`src/rtl/wb_arbiter_pkg.sv`:
```
// wb_arbiter_pkg: shared writeback field widths and the queued entry layout.
package wb_arbiter_pkg;
    localparam int ROBID_W = 8;
    localparam int RD_W    = 6;
    localparam int XLEN    = 32;
    localparam int ENTRY_W = 1 + ROBID_W + RD_W + XLEN;

    typedef struct packed {
        logic               error;
        logic [ROBID_W-1:0] robid;
        logic [RD_W-1:0]    rd;
        logic [XLEN-1:0]    result;
    } wb_entry_t;
endpackage

```
`src/rtl/wb_fifo.sv`:
```
// wb_fifo: per-requester writeback queue with push/pop/flush and full/empty flags.
module wb_fifo
    import wb_arbiter_pkg::*;
#(
    parameter int DEPTH = 2
) (
    input  logic               clk,
    input  logic               rst,
    input  logic               push,
    input  logic               pop,
    input  logic               flush,
    input  logic [ENTRY_W-1:0] din,
    output logic [ENTRY_W-1:0] dout,
    output logic               full,
    output logic               empty
);
    localparam int AW = $clog2(DEPTH);
    localparam int CW = AW + 1;

    logic [ENTRY_W-1:0] mem [DEPTH];
    logic [AW-1:0]      head, tail;
    logic [CW-1:0]      count;

    always_ff @(posedge clk) begin
        if (rst || flush) begin
            head  <= '0;
            tail  <= '0;
            count <= '0;
        end else begin
            if (push) tail <= tail + 1'b1;
            if (pop) head <= head + 1'b1;
            count <= count + CW'(push) - CW'(pop);
        end
    end

    // Storage needs no reset: count gates every read of it.
    always_ff @(posedge clk) begin
        if (push) mem[tail] <= din;
    end

    assign dout  = mem[head];
    assign full  = count == CW'(DEPTH);
    assign empty = count == '0;
endmodule

```
`src/rtl/wb_arbiter.sv`:
```
// wb_arbiter: round-robin share of the single RAT/ROB writeback port among NREQ queued units.
module wb_arbiter
    import wb_arbiter_pkg::*;
#(
    parameter int NREQ  = 4,
    parameter int DEPTH = 2
) (
    input  logic                 clk,
    input  logic                 rst,
    input  logic [NREQ-1:0]      req_valid,
    output logic [NREQ-1:0]      req_ready,
    input  logic [NREQ-1:0]      req_error,
    input  logic [NREQ*8-1:0]    req_robid,
    input  logic [NREQ*6-1:0]    req_rd,
    input  logic [NREQ*32-1:0]   req_result,
    input  logic                 rob_flush,
    output logic                 wb_valid,
    output logic                 wb_error,
    output logic [7:0]           wb_robid,
    output logic [5:0]           wb_rd,
    output logic [31:0]          wb_result,
    output logic [NREQ-1:0]      wb_grant
);
    localparam int PW = $clog2(NREQ);

    logic [ENTRY_W-1:0] head [NREQ];
    logic [NREQ-1:0]    full, empty;
    logic [2*NREQ-1:0]  dbl;
    logic [PW-1:0]      ptr, win;
    logic               found;
    wb_entry_t          wb_q;

    for (genvar i = 0; i < NREQ; i++) begin : g_q
        wb_fifo #(.DEPTH(DEPTH)) u_fifo (
            .clk   (clk),
            .rst   (rst),
            .push  (req_valid[i] && !full[i] && !rob_flush),
            .pop   (found && win == PW'(i) && !rob_flush),
            .flush (rob_flush),
            .din   ({req_error[i], req_robid[8*i+:8], req_rd[6*i+:6], req_result[32*i+:32]}),
            .dout  (head[i]),
            .full  (full[i]),
            .empty (empty[i])
        );
    end

    assign req_ready = ~full;
    assign dbl       = {~empty, ~empty};

    // Scanning the doubled vector from ptr+1 gives the wrap-around order without a modulo per step.
    always_comb begin
        found = 1'b0;
        win   = '0;
        for (int k = 1; k <= NREQ; k++) begin
            if (!found && dbl[int'(ptr) + k]) begin
                found = 1'b1;
                win   = PW'((int'(ptr) + k) % NREQ);
            end
        end
    end

    always_ff @(posedge clk) begin
        if (rst) begin
            wb_valid <= 1'b0;
            wb_grant <= '0;
            wb_q     <= '0;
            ptr      <= PW'(NREQ - 1);
        end else if (found && !rob_flush) begin
            wb_valid <= 1'b1;
            wb_grant <= NREQ'(1) << win;
            wb_q     <= wb_entry_t'(head[win]);
            ptr      <= win;
        end else begin
            wb_valid <= 1'b0;
            wb_grant <= '0;
        end
    end

    assign wb_error  = wb_q.error;
    assign wb_robid  = wb_q.robid;
    assign wb_rd     = wb_q.rd;
    assign wb_result = wb_q.result;
endmodule
```
`config.mk`:
```
export PLATFORM = sky130hd
export DESIGN_NAME = wb_arbiter
export DESIGN_NICKNAME = d
export VERILOG_FILES = /design/src/rtl/wb_arbiter_pkg.sv /design/src/rtl/wb_fifo.sv /design/src/rtl/wb_arbiter.sv
export SDC_FILE = /design/constraint.sdc
export NUM_CORES = 1
export LEC_CHECK = 0
export ABC_AREA = 1
export BUFFER_PORTS_ARGS = -buffer_cell sky130_fd_sc_hd__clkbuf_2
export CELL_PAD_IN_SITES_DETAIL_PLACEMENT = 0
export CELL_PAD_IN_SITES_GLOBAL_PLACEMENT = 1
export CORE_UTILIZATION = 33
export DETAILED_ROUTE_END_ITERATION = 6
export PLACE_DENSITY_LB_ADDON = 0.15
export SYNTH_ARGS = -nofsm -noshare
export SYNTH_HDL_FRONTEND = slang
export SYNTH_SLANG_ARGS = --single-unit
```
`constraint.sdc`:
```
create_clock -name clk -period 4 [get_ports clk]
set_input_delay 0.8 -clock clk [delete_from_list [all_inputs] [get_ports clk]]
set_output_delay 0.8 -clock clk [all_outputs]
set_load 0.02 [all_outputs]
```
# ---- Word-level counts from Yosys, hierarchy flattened
# Memory sizes are Yosys's and may differ from the RTL's. A register that Yosys moved wholly into a read port is not among the register bits.
# Cells that the tools add are included.
# W data, S select, Z words.
dict set report op_classes {
  n_addsub 20
  bitwise 4
  n_lt_le_gt_ge 5
  n_eq_ne 7
  muxes 40
  shift 1
  n_reduce_logical 35
}
# operator count
set op_table {}
lappend op_table {{$lt A32 B5 Y1 const B} 4}
lappend op_table {{$bmux W47 S2} 1}
lappend op_table {{$mux W47} 2}
lappend op_table {{$mux W1} 29}
lappend op_table {{$logic_and A1 B1 Y1} 20}
lappend op_table {{$bmux W1 S3} 4}
lappend op_table {{$eq A2 B2 Y1 const B} 6}
lappend op_table {{$logic_not A2 Y1} 5}
lappend op_table {{$add A1 B1 Y1 const B} 8}
lappend op_table {{$add A2 B1 Y2} 4}
lappend op_table {{$logic_not A1 Y1} 8}
lappend op_table {{$mux W2} 4}
lappend op_table {{$not A4 Y4} 2}
lappend op_table {{$sub A2 B1 Y2} 4}
lappend op_table {{$add A2 B2 Y3 const B} 2}
lappend op_table {{$add A2 B3 Y4 const B} 1}
lappend op_table {{$shl A1 B2 Y4 const A} 1}
lappend op_table {{$add A2 B1 Y3 const B} 1}
lappend op_table {{$ge A3 B3 Y1 const B} 1}
lappend op_table {{$not A2 Y3} 1}
lappend op_table {{$eq A2 B1 Y1 const B} 1}
lappend op_table {{$reduce_or A2 Y1} 1}
lappend op_table {{$logic_or A1 B1 Y1} 1}
lappend op_table {{$not A1 Y1} 1}
dict set report word_totals {
  ramBits 376
  regBits 70
  memories 4
  input_bits 195
}
# name depth width read_ports rd_ports_with_merged_regs write_ports line_no
set memory_table {}
lappend memory_table {{g_q[0].u_fifo.mem} 2 47 1 1 1 wb_fifo.sv:20} ;# logic [ENTRY_W-1:0] mem [DEPTH];
lappend memory_table {{g_q[1].u_fifo.mem} 2 47 1 1 1 wb_fifo.sv:20}
lappend memory_table {{g_q[2].u_fifo.mem} 2 47 1 1 1 wb_fifo.sv:20}
lappend memory_table {{g_q[3].u_fifo.mem} 2 47 1 1 1 wb_fifo.sv:20}

# ---- Depth between registers and ports, before layout
# Gate-level depths: netlist (run 1).
dict set report logic_depth {
  ltp_word 20
  mapped_depth 18
  mapped_depth_nobuf 18
}

# ---- By module
# Synthesis (run 1) repeated with hierarchy kept, for this count alone.
dict set report unflattened {
  cells_unflattened 1534
  hier_area_um2 19321.0
}
# mod cells_each area_per_inst_um2 n_inst
set modules_own_cells {}
lappend modules_own_cells {{wb_fifo at g_q[0].u_fifo ...} 178 3742.3 3}
lappend modules_own_cells {wb_arbiter 821 4347.9 1}
lappend modules_own_cells {{wb_fifo at g_q[1].u_fifo} 179 3746.1 1}

# ---- Worst setup path after synthesis (run 1)
# No wires, ideal clock.
dict set report synth_timing {
  path_kind {input to register}
  start {in rob_flush}
  end {mem g_q[0].u_fifo.mem[0][0] in the netlist's numbering (enable)}
  n_path_buf 0
  path_slack_ps 508
  t_arrival_ps 3040
  setup_ps 452
  t_required_ps 3548
  path_stages 3
  cell_sequence {inv_1 nand3_1 nor2_1}
}
dict set report synth_between {
  elab_chain_len 4
}
# item line_no
set synth_lines {}
lappend synth_lines {{start, declared} wb_arbiter.sv:16} ;# input logic rob_flush,
lappend synth_lines {{$logic_not A1 Y1} wb_arbiter.sv:37} ;# .push (req_valid[i] && !full[i] && !rob_flush),
lappend synth_lines {{$logic_and A1 B1 Y1} wb_arbiter.sv:37}
lappend synth_lines {{$mux W1} wb_fifo.sv:38} ;# if (push) mem[tail] <= din;
lappend synth_lines {{$mux W1 (implied by the code)} wb_fifo.sv:38}
lappend synth_lines {{end, declared} wb_fifo.sv:20}
# No other way between the ends.

# ---- Worst setup path after layout (run 1)
dict set report layout_timing {
  start {reg ptr[0]}
  end {reg g_q[3].u_fifo.count[1]}
}
dict set report layout_between {
  elab_chain_len 18
}
# item line_no
set layout_lines {}
lappend layout_lines {{start, declared} wb_arbiter.sv:29} ;# logic [PW-1:0] ptr, win;
lappend layout_lines {{start signal, assigned} wb_arbiter.sv:67} ;# ptr <= PW'(NREQ - 1);
lappend layout_lines {{start signal, assigned} wb_arbiter.sv:72} ;# ptr <= win;
lappend layout_lines {{$add A2 B1 Y3} wb_arbiter.sv:57} ;# win = PW'((int'(ptr) + k) % NREQ);
lappend layout_lines {{$bmux W1 S3} wb_arbiter.sv:55} ;# if (!found && dbl[int'(ptr) + k]) begin
lappend layout_lines {{$mux W1 (implied by the code) (2 in series)} wb_arbiter.sv:55}
lappend layout_lines {{$mux W1} wb_arbiter.sv:55}
lappend layout_lines {{$logic_not A1 Y1} wb_arbiter.sv:55}
lappend layout_lines {{$logic_and A1 B1 Y1} wb_arbiter.sv:55}
lappend layout_lines {{$mux W1} wb_arbiter.sv:55}
lappend layout_lines {{$logic_not A1 Y1} wb_arbiter.sv:55}
lappend layout_lines {{$logic_and A1 B1 Y1} wb_arbiter.sv:55}
lappend layout_lines {{$mux W1} wb_arbiter.sv:55}
lappend layout_lines {{$logic_not A1 Y1} wb_arbiter.sv:55}
lappend layout_lines {{$logic_and A1 B1 Y1} wb_arbiter.sv:55}
lappend layout_lines {{$mux W2} wb_arbiter.sv:55}
lappend layout_lines {{$eq A2 B2 Y1} wb_arbiter.sv:38} ;# .pop (found && win == PW'(i) && !rob_flush),
lappend layout_lines {{$logic_and A1 B1 Y1 (*) (2 in series)} wb_arbiter.sv:38}
lappend layout_lines {{net g_q[3].u_fifo.pop} wb_fifo.sv:10} ;# input logic pop,
lappend layout_lines {{$sub A2 B1 Y2 (*)} wb_fifo.sv:32} ;# count <= count + CW'(push) - CW'(pop);
lappend layout_lines {{end signal, assigned} wb_fifo.sv:32}
lappend layout_lines {{end, declared} wb_fifo.sv:22} ;# logic [CW-1:0] count;
# Mark *: on every way through the listed nets, which the timed path passes. The rest lies on a longest branch. The select of a mux whose other input is x is not followed.
# A chain may end at the register's enable or synchronous reset.

==> metrics, run 1 <==
reg2reg start=ptr[0]; gpl congestion=0.778; Critical Path Sink Type=register; Reg2Reg Depth=17; CTS root buf=clkbuf_16; Largest stage delay, worst path=0.45 ns; post-CTS setup buffer count=0; WP data required=4.52 ns; Mapped Area=17,800 sq um; DRC errors left=42; Hold-fix buffers, CTS=0; P&R area growth vs syn=20.6%; DP Cell Count=2,156; async set-reset flop share out of synthesis=0; Nets=1,724; #FFs+latches synth=450; max_cap viols=0; RR Endpoint=g_q[3].u_fifo.count[1]; Mapped Nets=1,472; leakage power=7.63 nW; Tightest Hold Check Type=in2reg; number of buffers created by CTS=51; yosys synthesis warning count=0; fin cells=2,255; dominant cell type by area after synthesis=edfxtp_1; highest ir drop seen on vdd=1.02 mV; GRT Overall Usage=0.182; area share of the largest cell type after synthesis=0.635; worst skew pair latency=0.59 ns; Final Max Tran Viols=0; Congestion Overflow GR=0; Max FO, Critical Path=35; top-count cell post-synth=edfxtp_1; DP Worst Slack=0.918 ns; Synth top cells by count=edfxtp_1 (376), nand3_1 (202), mux2i_1 (188); hold path endpoint=g_q[3].u_fifo.mem[0][16]; DR WL/cell=22.1 um; Worst path most repeated cell=nand2_1; clock-pin slew on the worst setup and hold paths=0.06 ns; vias per std cell=4.91; Synth Instances=1,269; Tot Pwr=17.1 mW; M1 GR Usage=0.217; die width=234 um; Buffers on Ports=250; fin worst setup slack=0.881 ns; starting density of the core=0.336; min-delay src=req_result[112]; Longest Clk Path Bufs=3; status=finished, violations left; via count=11,100; post-layout minimum cycle time=3.12 ns; Max-slew headroom=0.336; I/O pins=251; core footprint=52,900 sq um; Worst Setup Start Kind=register; post-synthesis sequential area ratio=0.719; pin count of the biggest net entering global routing=119; Crit Path Category=reg2reg; ranking of synthesized cells by area=edfxtp_1 (64%), mux2i_1 (11%), dfxtp_1 (8.3%), nand3_1 (5.7%), a21oi_1 (2.3%); unrepaired setup endpoints after global routing=no; Critical-path top delay cell=dfxtp_1; die area=54,800 sq um; post_cts resized=0; Main synth FF type=edfxtp_1; number of global-route vias before repair=11,300; final wirelength=49.9 mm; violated checks=design-rule violations; Power per Cell Area=799 nW/um^2; Post-synth EDFFs=376; grt peak-use layer=met2; first-pass GRT wire length=71.9 mm; final setup fails=0; f_max=0.321 GHz; initial antenna violation count=12; TritonCTS clock tree=yes; syn avg cell area=14.0 sq um; clock skew=0.0311 ns; hold depth=1; 1st-pass router iterations=7; Vert. Die Dim=234 um; clk sink count=450; row cnt=84; Arr. time, crit path=3.64 ns; M2 GR Usage=0.326; Final ANT Viol Nets=0; crit path cell chain=inv_2 -> nand2_1 -> nand2_1 -> nand2_1 -> nand2_1 -> a21oi_1 -> nand2_4 -> nand2_4 -> inv_2 -> nand3_1 -> inv_1 -> ha_1 -> inv_1 -> ha_1 -> xnor2_1 -> or2_2 -> a21oi_1; library cells used by synthesis=29; Least-Margin Pin Slew=0.994 ns; R2R Setup Slk=0.88 ns; DRT iter0 DRCs=613; proportion of layout cells with a drive suffix above 1=0.241; # fillers=5,025; routing usage on met3=0.0416; fin crit share=0.780; DP HPWL=32.7 mm; htree depth=2; final setup TNS=0 ns; final hold vios=0
[layout by cell type, fill, tap and decap left out, types with 2 or more instances in the layout]
cell type / n
a21oi_1: 80
buf_12: 5
buf_4: 24
clkbuf_1: 24
clkbuf_16: 52
clkbuf_2: 250
clkbuf_8: 4
clkinv_1: 5
clkinv_2: 5
dfxtp_1: 70
dfxtp_2: 4
diode_2: 5
edfxtp_1: 376
ha_1: 8
inv_1: 25
inv_2: 3
inv_6: 2
mux2i_1: 188
nand2_1: 93
nand2_2: 2
nand2_4: 3
nand3_1: 202
nand4_1: 48
nor2_1: 26
nor2_2: 5
nor2_4: 10
o211ai_1: 2
o21ai_0: 28
o21ai_1: 3
or2_2: 4
xnor2_1: 4
[through the flow]
stage	hold WS, ns	util	area, sq um
floorplan	0.459	-	17800
global placement	0.474	0.376	19900
detailed placement	0.490	0.376	19900
CTS	0.347	0.405	21400
global route	0.359	0.405	21400
finish	0.393	0.406	21400
[cell families after synthesis]
group	count (synthesis)	share of synthesized area
flip-flops	450	0.719
AND/OR/NAND/NOR	396	0.107
multiplexers	188	0.106
AO/OA/AOI/OAI	114	0.0325
buffers and inverters	109	0.0279
adder cells (fa/ha/maj)	8	0.00563
XOR/XNOR	4	0.00197
[routing by layer]
metal / share of wire / up-vias / wire [um]
met5: 0.0024 / - / 121
met4: 0.023 / 20 / 1160
met3: 0.055 / 91 / 2760
met2: 0.52 / 250 / 25900
met1: 0.40 / 5410 / 19900
li1: - / 5293 / -
[where the power goes]
| part | leakage (nW) | internal (mW) | switching (mW) |
|---|---|---|---|
| Clock | 0.754 | 2.54 | 1.84 |
| Combinational | 2.82 | 1.89 | 5.02 |
| Sequential | 4.06 | 5.55 | 0.291 |
[worst max-delay path, delay by kind of cell, from the launching register on]
kind	cells	cell delay, ns
simple gates	8	1.34
flops	1	0.45
fa+ha+maj	2	0.44
compound gates	2	0.35
buf+inv	4	0.34
xor+xnor	1	0.13
[sequential cells by signal (all words and copies together), names as in the netlist, named ones only]
| register | cells |
|---|---|
| wb_rd | 6 |
| g_q.u_fifo.head | 4 |
| g_q.u_fifo.tail | 4 |
| wb_valid | 1 |
| wb_result | 32 |
| wb_grant | 4 |
| wb_error | 1 |
| g_q.u_fifo.count | 8 |
| wb_robid | 8 |
| g_q.u_fifo.mem | 376 |
| ptr | 2 |
[area by class of cell]
type                       instances  area (sq um)  area share
clock inverter                    14           111     0.00519
antenna                            5          12.5    0.000584
tap                              688           861      0.0402
sequential                       450         12800       0.596
timing repair buffer             279          1530      0.0714
multi-input combinational        710          4590       0.214
clock buffer                      80          1450      0.0675
inverter                          29           109     0.00508
[worst max-delay path by stage]
stage / startpoint / end / slack (ns) / cells past startpoint
floorplan: rob_flush / g_q[0].u_fifo.mem[0][0] / 0.51 / 3
global placement: ptr[0] / g_q[3].u_fifo.count[1] / 0.96 / 17
detailed placement: ptr[0] / g_q[3].u_fifo.count[1] / 0.92 / 17
CTS: ptr[0] / g_q[3].u_fifo.count[1] / 0.91 / 17
global route: ptr[0] / g_q[3].u_fifo.count[1] / 0.62 / 17
finish: ptr[0] / g_q[3].u_fifo.count[1] / 0.88 / 17
Note: power is estimated with default switching activity, not from simulation.
==> inputs of run 2 (changes only) <==
- ABC_AREA: 1 -> 0
- clock period: 4 -> 3.3 ns (I/O delays scaled with it)
==> metrics, run 2 <==
worst skew pair latency=0.59 ns (about the same); Final Max Tran Viols=0 (unchanged); post_cts resized=0 (unchanged); highest ir drop seen on vdd=0.549 mV (-46%); final setup fails=0 (unchanged); P&R area growth vs syn=20.9%; starting density of the core=0.334 (-0.00236); final setup TNS=0 ns (unchanged); Main synth FF type=edfxtp_1; design area=21,200 sq um (-1.1%); most common cell after layout, fill and taps aside=edfxtp_1; max reg flops=376 (unchanged); clk sink count=450 (unchanged); row cnt=84 (unchanged); Power per Cell Area=636 nW/um^2 (-20%); placed cell areas=19,600 sq um (-1.1%); Arr. time, crit path=3.19 ns (-0.45 ns); TritonCTS clock tree=yes; Nets=1,511 (-12%); library cells used by synthesis=38 (+31%); top-count cell post-synth=edfxtp_1; number of buffers created by CTS=49 (-3.9%); gpl congestion=0.766 (-1.6%); Reg2Reg Depth=10 (-7); final hold vios=0 (unchanged); most frequent cells in the layout=edfxtp_1 (376), mux2i_1 (282), clkbuf_2 (249); routing usage on met3=0.0347 (-0.00690); Critical Path Sink Type=register; DRT iter0 DRCs=578 (-5.7%); Post-synth EDFFs=376 (unchanged); post-layout minimum cycle time=2.73 ns (-0.391 ns); crit path cell chain=nor4_1 -> a21o_1 -> or3_4 -> nor2_1 -> ha_1 -> inv_1 -> ha_1 -> xor2_1 -> xnor2_1 -> nor2_1; I/O pins=251 (unchanged); Crit Path Category=reg2reg; number of global-route vias before repair=10,000 (-12%); Synth top cells by count=edfxtp_1 (376), mux2i_1 (282), nor2_1 (119); leakage power=7.67 nW (+0.47%); Hold-fix buffers, CTS=0 (unchanged); post-CTS setup buffer count=0 (unchanged); multi-input logic area=4450 sq um (-3.2%); first-pass GRT wire length=65.7 mm (-8.6%); hold depth=1 (unchanged); Least-Margin Pin Slew=0.755 ns (-0.239 ns); core footprint=52,600 sq um (-0.60%); ranking of synthesized cells by area=edfxtp_1 (64%), mux2i_1 (16%), dfxtp_1 (8.4%), o221a_1 (3.0%), nor2_1 (2.5%); DP Worst Slack=0.550 ns (-0.368 ns); async set-reset flop share out of synthesis=0 (unchanged); DRC errors left=0 (-100%); M2 GR Usage=0.282 (-0.0435); Tightest Hold Check Type=in2reg; GRT Overall Usage=0.169 (-0.0133); Tot Pwr=13.5 mW (-21%); Final ANT Viol Nets=0 (unchanged); unrepaired setup endpoints after global routing=no; Max FO, Critical Path=22 (-37%); via count=9,600 (-13%); clock skew=0.0172 ns (-0.0138 ns); dominant cell type by area after synthesis=edfxtp_1; register area=12,800 sq um (about the same); Longest Clk Path Bufs=3 (unchanged); fin worst setup slack=0.571 ns (-0.309 ns); #FFs+latches synth=450 (unchanged); proportion of layout cells with a drive suffix above 1=0.274 (+0.0322); Vert. Die Dim=233 um (-0.65%); pin count of the biggest net entering global routing=61 (-49%); die width=233 um (-0.65%); DP Cell Count=1,945 (-9.8%); Hold Slack=0.254 ns (-0.139 ns); Final Util=0.404 (-0.00185); Congestion Overflow GR=0 (unchanged); htree depth=2 (unchanged); CTS root buf=clkbuf_16; 1st-pass router iterations=5 (-2); # fillers=4,893 (-2.6%); clock-pin slew on the worst setup and hold paths=0.06 ns (about the same); Largest stage delay, worst path=0.69 ns (+0.24 ns); Mapped Area=17,500 sq um (-1.3%); fin cells=2,041 (-9.5%); Buffers on Ports=250 (unchanged); DP HPWL=28.4 mm (-13%); max_cap viols=0 (unchanged); Worst Setup Start Kind=register; post-synthesis sequential area ratio=0.728 (+0.00943); Max-slew headroom=0.492 (+0.156); Critical-path top delay cell=nor4_1; fin crit share=0.827 (+0.0471); vias per std cell=4.70 (-4.1%); die area=54,100 sq um (-1.3%); status=finished clean; grt peak-use layer=met2; M1 GR Usage=0.220 (+0.00283); Synth Instances=1,036 (-18%); WP data required=3.76 ns (-0.76 ns); f_max=0.366 GHz (+14%); initial antenna violation count=5 (-7); Mapped Nets=1,239 (-16%); DR WL/cell=22.3 um (+0.85%); syn avg cell area=16.9 sq um (+21%); Most flops, register=g_q.u_fifo.mem; final wirelength=45.5 mm (-8.7%); yosys synthesis warning count=0 (unchanged); area share of the largest cell type after synthesis=0.644 (+0.00834)
[run 2: layer usage]
metal  part of all wire  vias up  wire length [um]
li1                   -     4533                 -
met1               0.44     4770             20000
met2               0.49      213             22300
met3              0.048       80              2180
met4              0.023        4              1060
met5            0.00068        -                31
[run 2: layout make-up]
| type | count | share of cell area |
|---|---|---|
| multi-input cells | 521 | 0.210 |
| inverters | 9 | 0.00159 |
| well taps | 688 | 0.0406 |
| diodes | 4 | 0.000472 |
| clock buffers | 67 | 0.0643 |
| repair buffers | 277 | 0.0715 |
| clock inverters | 25 | 0.00920 |
| flip-flops and latches | 450 | 0.603 |
[run 2: path summary, 6_finish.rpt]
path                                from                       end  slack, ns
hold / removal            req_result[62]  g_q[1].u_fifo.mem[1][30]       0.25
hold reg to reg       g_q[1].u_fifo.head                  register       0.50
setup reg to reg  g_q[3].u_fifo.count[1]    g_q[3].u_fifo.count[1]       0.57
setup / recovery  g_q[3].u_fifo.count[1]    g_q[3].u_fifo.count[1]       0.57
[run 2: kinds of logic after synthesis]
logic type | share of synthesized area
buffers and inverters | 0.0235
adders and majority gates | 0.00571
and+or+nand+nor | 0.0367
DFF | 0.728
muxes | 0.161
AOI/OAI and AO/OA | 0.0392
xor gates and xnor gates | 0.00599
[run 2: critical path: cells and delay by family, from the launching register on]
kind | cells | cell delay [ns]
and+or+nand+nor | 4 | 1.18
DFF | 1 | 0.35
adders and majority gates | 2 | 0.45
AOI/OAI and AO/OA | 1 | 0.27
buffers and inverters | 1 | 0.05
xor gates and xnor gates | 2 | 0.31
[run 2: power breakdown]
group	switching (mW)	total [mW]	internal [mW]	leakage [nW]
Combinational	1.01	1.66	0.650	2.84
Sequential	0.125	6.55	6.42	4.06
Clock	2.24	5.29	3.06	0.765
